$ cat config.mk
export PLATFORM = sky130hd
export DESIGN_NAME = rv_dmem_lsu
export DESIGN_NICKNAME = d
export VERILOG_FILES = /design/src/rtl/rv_dmem_lsu.sv
export SDC_FILE = /design/constraint.sdc
export NUM_CORES = 1
export LEC_CHECK = 0
export ABC_CLOCK_PERIOD_IN_PS = 4000
export BUFFER_PORTS_ARGS = -buffer_cell sky130_fd_sc_hd__buf_2
export CAP_MARGIN = 30
export CORE_UTILIZATION = 45
export CTS_CLUSTER_DIAMETER = 120
export DETAILED_ROUTE_END_ITERATION = 6
export PLACE_DENSITY = 0.8
export SLEW_MARGIN = 20
export SYNTH_ARGS = -nofsm -noshare
export SYNTH_HDL_FRONTEND = slang
export SYNTH_SLANG_ARGS = --single-unit
$ cat constraint.sdc
create_clock -name i_clk -period 4 [get_ports i_clk]
set_input_delay 0.4 -clock i_clk [delete_from_list [all_inputs] [get_ports i_clk]]
set_output_delay 0.4 -clock i_clk [all_outputs]
set_load 0.05 [all_outputs]
$ cat src/rtl/rv_dmem_lsu.sv
// rtl/rv_dmem_lsu.sv - data-memory load/store unit with valid/ready bus and load extraction
//
// Takes one load or store per request. It runs a single address phase and
// response on the data bus. Load data is aligned and extended for writeback.
// Misalignment, bus errors and response timeouts are reported as one fault pulse.
//
// Ports:
//   i_clk, i_reset        clock, asynchronous active-high reset
//   i_flush               squash: blocks acceptance, suppresses in-flight result
//   i_req_*, o_req_ready  access request from the pipeline
//   o_bus_*, i_bus_*      data-memory address phase and response
//   o_busy                pipeline stall request
//   o_wb_valid/data/rd    load writeback (1-cycle pulse, data/rd held)
//   o_fault               access fault (1-cycle pulse)
module rv_dmem_lsu #(
    parameter int unsigned TIMEOUT = 255
) (
    input  logic        i_clk,
    input  logic        i_reset,
    input  logic        i_flush,
    input  logic        i_req_valid,
    output logic        o_req_ready,
    input  logic        i_req_store,
    input  logic [31:0] i_req_addr,
    input  logic [31:0] i_req_wdata,
    input  logic [3:0]  i_req_wsel,
    input  logic [2:0]  i_req_funct3,
    input  logic [4:0]  i_req_rd,
    output logic        o_bus_valid,
    input  logic        i_bus_ready,
    output logic [31:0] o_bus_addr,
    output logic        o_bus_write,
    output logic [31:0] o_bus_wdata,
    output logic [3:0]  o_bus_wsel,
    input  logic        i_bus_rvalid,
    input  logic [31:0] i_bus_rdata,
    input  logic        i_bus_err,
    output logic        o_busy,
    output logic        o_wb_valid,
    output logic [31:0] o_wb_data,
    output logic [4:0]  o_wb_rd,
    output logic        o_fault
);

    typedef enum logic [1:0] {
        ST_IDLE,
        ST_ADDR,
        ST_RESP
    } state_t;

    // The timer holds the number of RESP cycles already spent without a
    // response, so the last allowed cycle is the one where it equals TIMEOUT-1.
    localparam logic [15:0] TIMER_LAST = 16'(TIMEOUT - 1);

    state_t      state;
    logic [15:0] timer;
    logic        squashed;
    logic        q_store;
    logic [2:0]  q_funct3;
    logic [4:0]  q_rd;
    logic [1:0]  q_lane;

    logic        accept;
    logic        req_is_b;
    logic        req_is_h;
    logic        misaligned;
    logic        result_kept;
    logic [7:0]  lane_byte;
    logic [15:0] lane_half;
    logic [31:0] load_value;

    assign o_req_ready = (state == ST_IDLE) && !i_flush;
    assign accept      = i_req_valid && o_req_ready;
    assign o_busy      = (state != ST_IDLE) || accept;

    // funct3[1:0] picks the size; anything that is not B or H counts as a word,
    // which folds the undefined encodings into W.
    assign req_is_b   = (i_req_funct3[1:0] == 2'b00);
    assign req_is_h   = (i_req_funct3[1:0] == 2'b01);
    assign misaligned = (req_is_h && i_req_addr[0]) ||
                        (!req_is_h && !req_is_b && (i_req_addr[1:0] != 2'b00));

    // A flush in the completing cycle also squashes, not just one seen earlier.
    assign result_kept = !squashed && !i_flush;

    always_comb begin
        lane_byte  = i_bus_rdata[7:0];
        lane_half  = q_lane[1] ? i_bus_rdata[31:16] : i_bus_rdata[15:0];
        load_value = i_bus_rdata;
        case (q_lane)
            2'd0:    lane_byte = i_bus_rdata[7:0];
            2'd1:    lane_byte = i_bus_rdata[15:8];
            2'd2:    lane_byte = i_bus_rdata[23:16];
            default: lane_byte = i_bus_rdata[31:24];
        endcase
        case (q_funct3[1:0])
            2'b00:   load_value = q_funct3[2] ? {24'h0, lane_byte}
                                              : {{24{lane_byte[7]}}, lane_byte};
            2'b01:   load_value = q_funct3[2] ? {16'h0, lane_half}
                                              : {{16{lane_half[15]}}, lane_half};
            default: load_value = i_bus_rdata;
        endcase
    end

    always_ff @(posedge i_clk or posedge i_reset) begin
        if (i_reset) begin
            state       <= ST_IDLE;
            timer       <= 16'h0;
            squashed    <= 1'b0;
            q_store     <= 1'b0;
            q_funct3    <= 3'b0;
            q_rd        <= 5'b0;
            q_lane      <= 2'b0;
            o_bus_valid <= 1'b0;
            o_bus_addr  <= 32'h0;
            o_bus_write <= 1'b0;
            o_bus_wdata <= 32'h0;
            o_bus_wsel  <= 4'h0;
            o_wb_valid  <= 1'b0;
            o_wb_data   <= 32'h0;
            o_wb_rd     <= 5'h0;
            o_fault     <= 1'b0;
        end else begin
            o_wb_valid <= 1'b0;
            o_fault    <= 1'b0;
            case (state)
                ST_IDLE: begin
                    squashed <= 1'b0;
                    if (accept) begin
                        q_store  <= i_req_store;
                        q_funct3 <= i_req_funct3;
                        q_rd     <= i_req_rd;
                        q_lane   <= i_req_addr[1:0];
                        if (misaligned) begin
                            o_fault <= 1'b1;
                        end else begin
                            state       <= ST_ADDR;
                            o_bus_valid <= 1'b1;
                            o_bus_addr  <= {i_req_addr[31:2], 2'b00};
                            o_bus_write <= i_req_store;
                            o_bus_wdata <= i_req_wdata;
                            o_bus_wsel  <= i_req_store ? i_req_wsel : 4'hF;
                        end
                    end
                end
                ST_ADDR: begin
                    // The address phase is never withdrawn; a flush only marks it.
                    if (i_flush) begin
                        squashed <= 1'b1;
                    end
                    if (i_bus_ready) begin
                        o_bus_valid <= 1'b0;
                        state       <= ST_RESP;
                        timer       <= 16'h0;
                    end
                end
                ST_RESP: begin
                    if (i_bus_rvalid) begin
                        state    <= ST_IDLE;
                        squashed <= 1'b0;
                        if (result_kept) begin
                            if (i_bus_err) begin
                                o_fault <= 1'b1;
                            end else if (!q_store) begin
                                o_wb_valid <= 1'b1;
                                o_wb_data  <= load_value;
                                o_wb_rd    <= q_rd;
                            end
                        end
                    end else if (timer == TIMER_LAST) begin
                        state    <= ST_IDLE;
                        squashed <= 1'b0;
                        if (result_kept) begin
                            o_fault <= 1'b1;
                        end
                    end else begin
                        timer <= timer + 16'h1;
                        if (i_flush) begin
                            squashed <= 1'b1;
                        end
                    end
                end
                default: state <= ST_IDLE;
            endcase
        end
    end

endmodule

==> flow_summary_export.csv <==
group,metric,value,unit
power_and_ir_drop,powerDensity,930,nW/um^2
placement,dp_cells,921,
worst_setup_path,setup.worst_path.start_class,"register",
detailed_routing,via_per_inst,5.28,
synth,ys_seq_area_share,53.5,%
sta,setup_violations,0,
detailed_routing,num_vias,5031,
worst_setup_path,worstPathArrival,3.20,ns
sta,fin_skew,0.00931,ns
synth,synth.avg_cell_area,11.6,um^2
finish,fin_nets,883,
floorplan,ios,227,
clocking,path_clk_slew,0.06,ns
global_route,grt_pass1_wl,23000,um
placement,hpwl,10900,um
finish,n_fill_cell,1145,
power_and_ir_drop,peakVddDrop,363,uV
synth,postSynth.asyncResetShare,100,%
clocking,clkSinkCount,137,
sta,rsz0062_at_grt,"no",
clocking,clockBufferDepth,2,
clocking,post_cts_buffers,0,
synth,synthesis.area,6400,um^2
power_and_ir_drop,swShare,48.4,%
power_and_ir_drop,p_seq_share,31.0,%
synth,synth_edf_count,0,
worst_setup_path,path_class,"register to register",
power_and_ir_drop,internal_power,3.91,mW
global_route,grt_use_total,20.3,%
worst_setup_path,critPathCaptureType,"register",
sta,tightestPinTransition,0.888,ns
finish,final_cell_mix,"buf_2, dfrtp_1, mux2_2",
power_and_ir_drop,totalPowerFinal,7.58,mW
detailed_routing,drc,0,
detailed_routing,routed_wl,15000,um
sta,hold_viol,0,
finish,final_common_cell,"buf_2",
floorplan,dieArea,14700,um^2
global_route,globalRouteOverflowTotal,0,
detailed_routing,wl_per_cell,15.7,um
worst_setup_path,worst-path-max-fanout,38,
finish,final_cells,953,
floorplan,core_area,13900,um^2
placement,io_buffer_count,224,
finish,multi_input_area,2680,um^2
finish,antenna_cells,0,
power_and_ir_drop,pwr-share-comb,49.1,%
clocking,insertion_delay,0.41,ns
finish,syn2layout_area_growth,27.2,%
sta,drv_slew,0,
detailed_routing,dr.pass1.iters,5,
outcome,status,"completed",
sta,finalCritPeriodShare,71.9,%
global_route,grt_max_degree,73,
floorplan,die_h,121,um
synth,ys_seq_elements,137,
synth,synthFlopType,"dfrtp_1",
clocking,clockRootBuffer,"clkbuf_16",
global_route,grt_pass1_vias,4603,
synth,syn_inst,553,
global_route,use_met2,33.9,%
floorplan,die_x,121,um
hold_path,hold_path_class,"input pin to async pin",
detailed_routing,dr.first_iter.drc_count,347,
floorplan,start_util,46.1,%
global_route,antenna_found_initial,0,
sta,finalSetupTns,0,ns
sta,period_needed,2.88,ns
run,drv_cap,0,
clocking,cts-hold-fix-buffers,0,
clocking,numCtsBuffers,17,
sta,fmaxAchievable,347,MHz
power_and_ir_drop,switching_power,3.66,mW
sta,max-slew-margin-rel,40.8,%
power_and_ir_drop,p_clk_share,19.9,%
global_route,grt_use_met1,25.7,%
finish,ff_latch_area,3430,um^2
placement,gp_congestion,0.816,
power_and_ir_drop,power.leakage,4.02,nW
finish,layout-drive-gt1-share,46.6,%
floorplan,num_rows,43,
global_route,grt-busiest-layer,"met2",
worst_setup_path,cp_data_required_time,4.33,ns
clocking,cts_resized,0,
synth,yosysWarnings,0,
clocking,htree_levels,4,
clocking,cts_tree,"yes",
detailed_routing,ant_nets,0,
synth,yosysUniqueCellTypes,54,
global_route,grtUsageMet3,5.78,%
==> metal layers <==
layer	wire length, um	part of all wire [%]
met2	7750	52
met1	6280	42
met4	138	0.92
met5	0	0
met3	825	5.5
==> critical path, stage by stage (launching register included) <==
cell	delay, ns
dfrtp_1	0.41
inv_1	0.13
ha_1	0.33
or3b_1	0.40
or4_4	0.68
inv_2	0.53
nor2_1	0.10
a31oi_1	0.18
==> power groups by stage <==
| stage | logic (mW) | registers [mW] | clock network [mW] |
|---|---|---|---|
| 5_1_grt | 3.94 | 2.41 | 1.61 |
| 3_3_place_gp | 3.65 | 2.36 | 0 |
| 6_report | 3.72 | 2.35 | 1.51 |
| 2_1_floorplan | 1.21 | 4.01 | 0 |
| 3_5_place_dp | 3.74 | 2.37 | 0 |
| 4_1_cts | 3.74 | 2.35 | 1.54 |
==> synthesized netlist by cell type, types with 2 or more instances <==
master | number | area share [%]
buf_4 | 4 | 0.47
and4_1 | 3 | 0.41
o21ai_0 | 8 | 0.63
nand4_1 | 5 | 0.49
buf_1 | 4 | 0.23
o21a_1 | 2 | 0.23
nand2_1 | 69 | 4.0
o211ai_1 | 3 | 0.35
a211oi_1 | 2 | 0.23
nand3b_1 | 9 | 1.1
nand3_1 | 5 | 0.39
o31ai_2 | 7 | 1.4
nand2b_1 | 5 | 0.49
ha_1 | 7 | 1.4
a211o_1 | 7 | 0.96
o21ai_2 | 9 | 1.2
a31oi_1 | 16 | 1.6
nor2b_1 | 15 | 1.5
mux2_2 | 76 | 13
inv_1 | 10 | 0.59
or4_1 | 9 | 1.1
buf_2 | 13 | 1.0
nor4_1 | 5 | 0.49
clkbuf_1 | 13 | 0.76
o31ai_1 | 8 | 0.94
mux4_2 | 3 | 1.1
a21oi_1 | 17 | 1.3
nor4b_1 | 2 | 0.27
buf_6 | 5 | 0.88
a221oi_1 | 8 | 1.1
mux2i_1 | 7 | 1.1
o31a_1 | 2 | 0.27
nor2_1 | 31 | 1.8
a21o_1 | 8 | 0.94
dfrtp_1 | 137 | 54
==> layout make-up <==
type	instances	share of cell area [%]
clock inverters	12	1.43
repair buffers	229	14.5
inverters	11	0.553
clock buffers	20	5.73
well taps	180	2.77
flip-flops and latches	137	42.1
multi-input cells	364	33.0
==> logic make-up (layout without fill, tap and decap cells) <==
group / count (synthesis) / in the layout / share of synthesized area, %
other: 1 / 2 / 0.0585
flip-flops: 137 / 137 / 53.5
adder cells (fa/ha/maj): 7 / 7 / 1.37
buffers and inverters: 53 / 272 / 4.63
multiplexers: 86 / 86 / 15.5
AO/OA/AOI/OAI: 101 / 101 / 11.6
AND/OR/NAND/NOR: 168 / 168 / 13.3
==> registers in the layout, indices dropped and copies added (netlist names) <==
register / cells
o_bus_wdata: 32
o_wb_data: 32
o_bus_addr: 30
timer: 16
o_wb_rd: 5
q_rd: 5
o_bus_wsel: 4
q_funct3: 3
q_lane: 2
state: 2
o_bus_valid: 1
o_bus_write: 1
o_fault: 1
o_wb_valid: 1
q_store: 1
squashed: 1
==> worst paths after layout <==
check	from	to	slack, ns	cells past startpoint
max	state[0]	o_wb_data[22]	1.12	7
min	i_reset	o_bus_wdata[20]	0.05	2
max reg2reg	state[0]	o_wb_data[22]	1.12	7
min reg2reg	o_wb_data[15]	o_wb_data[15]	0.47	2
max in group asynchronous	i_reset	o_bus_wsel[3]	2.77	3
min in group i_clk	i_req_wdata[18]	o_bus_wdata[18]	0.22	2
==> metrics by stage <==
| step | hold WS, ns | area [um^2] | util [%] | setup WS (ns) |
|---|---|---|---|---|
| 6_report | 0.0495 | 8140 | 58.7 | 1.12 |
| 5_1_grt | 0.0760 | 8140 | 58.7 | 0.917 |
| 4_1_cts | 0.0461 | 8140 | 58.7 | 1.15 |
| 3_5_place_dp | 0.459 | 7560 | 54.5 | 1.17 |
| 3_3_place_gp | 0.455 | 7550 | 54.4 | 1.29 |
| 2_1_floorplan | 0.432 | 6410 | - | 1.89 |
No activity file was read; power rests on OpenSTA's default activity.
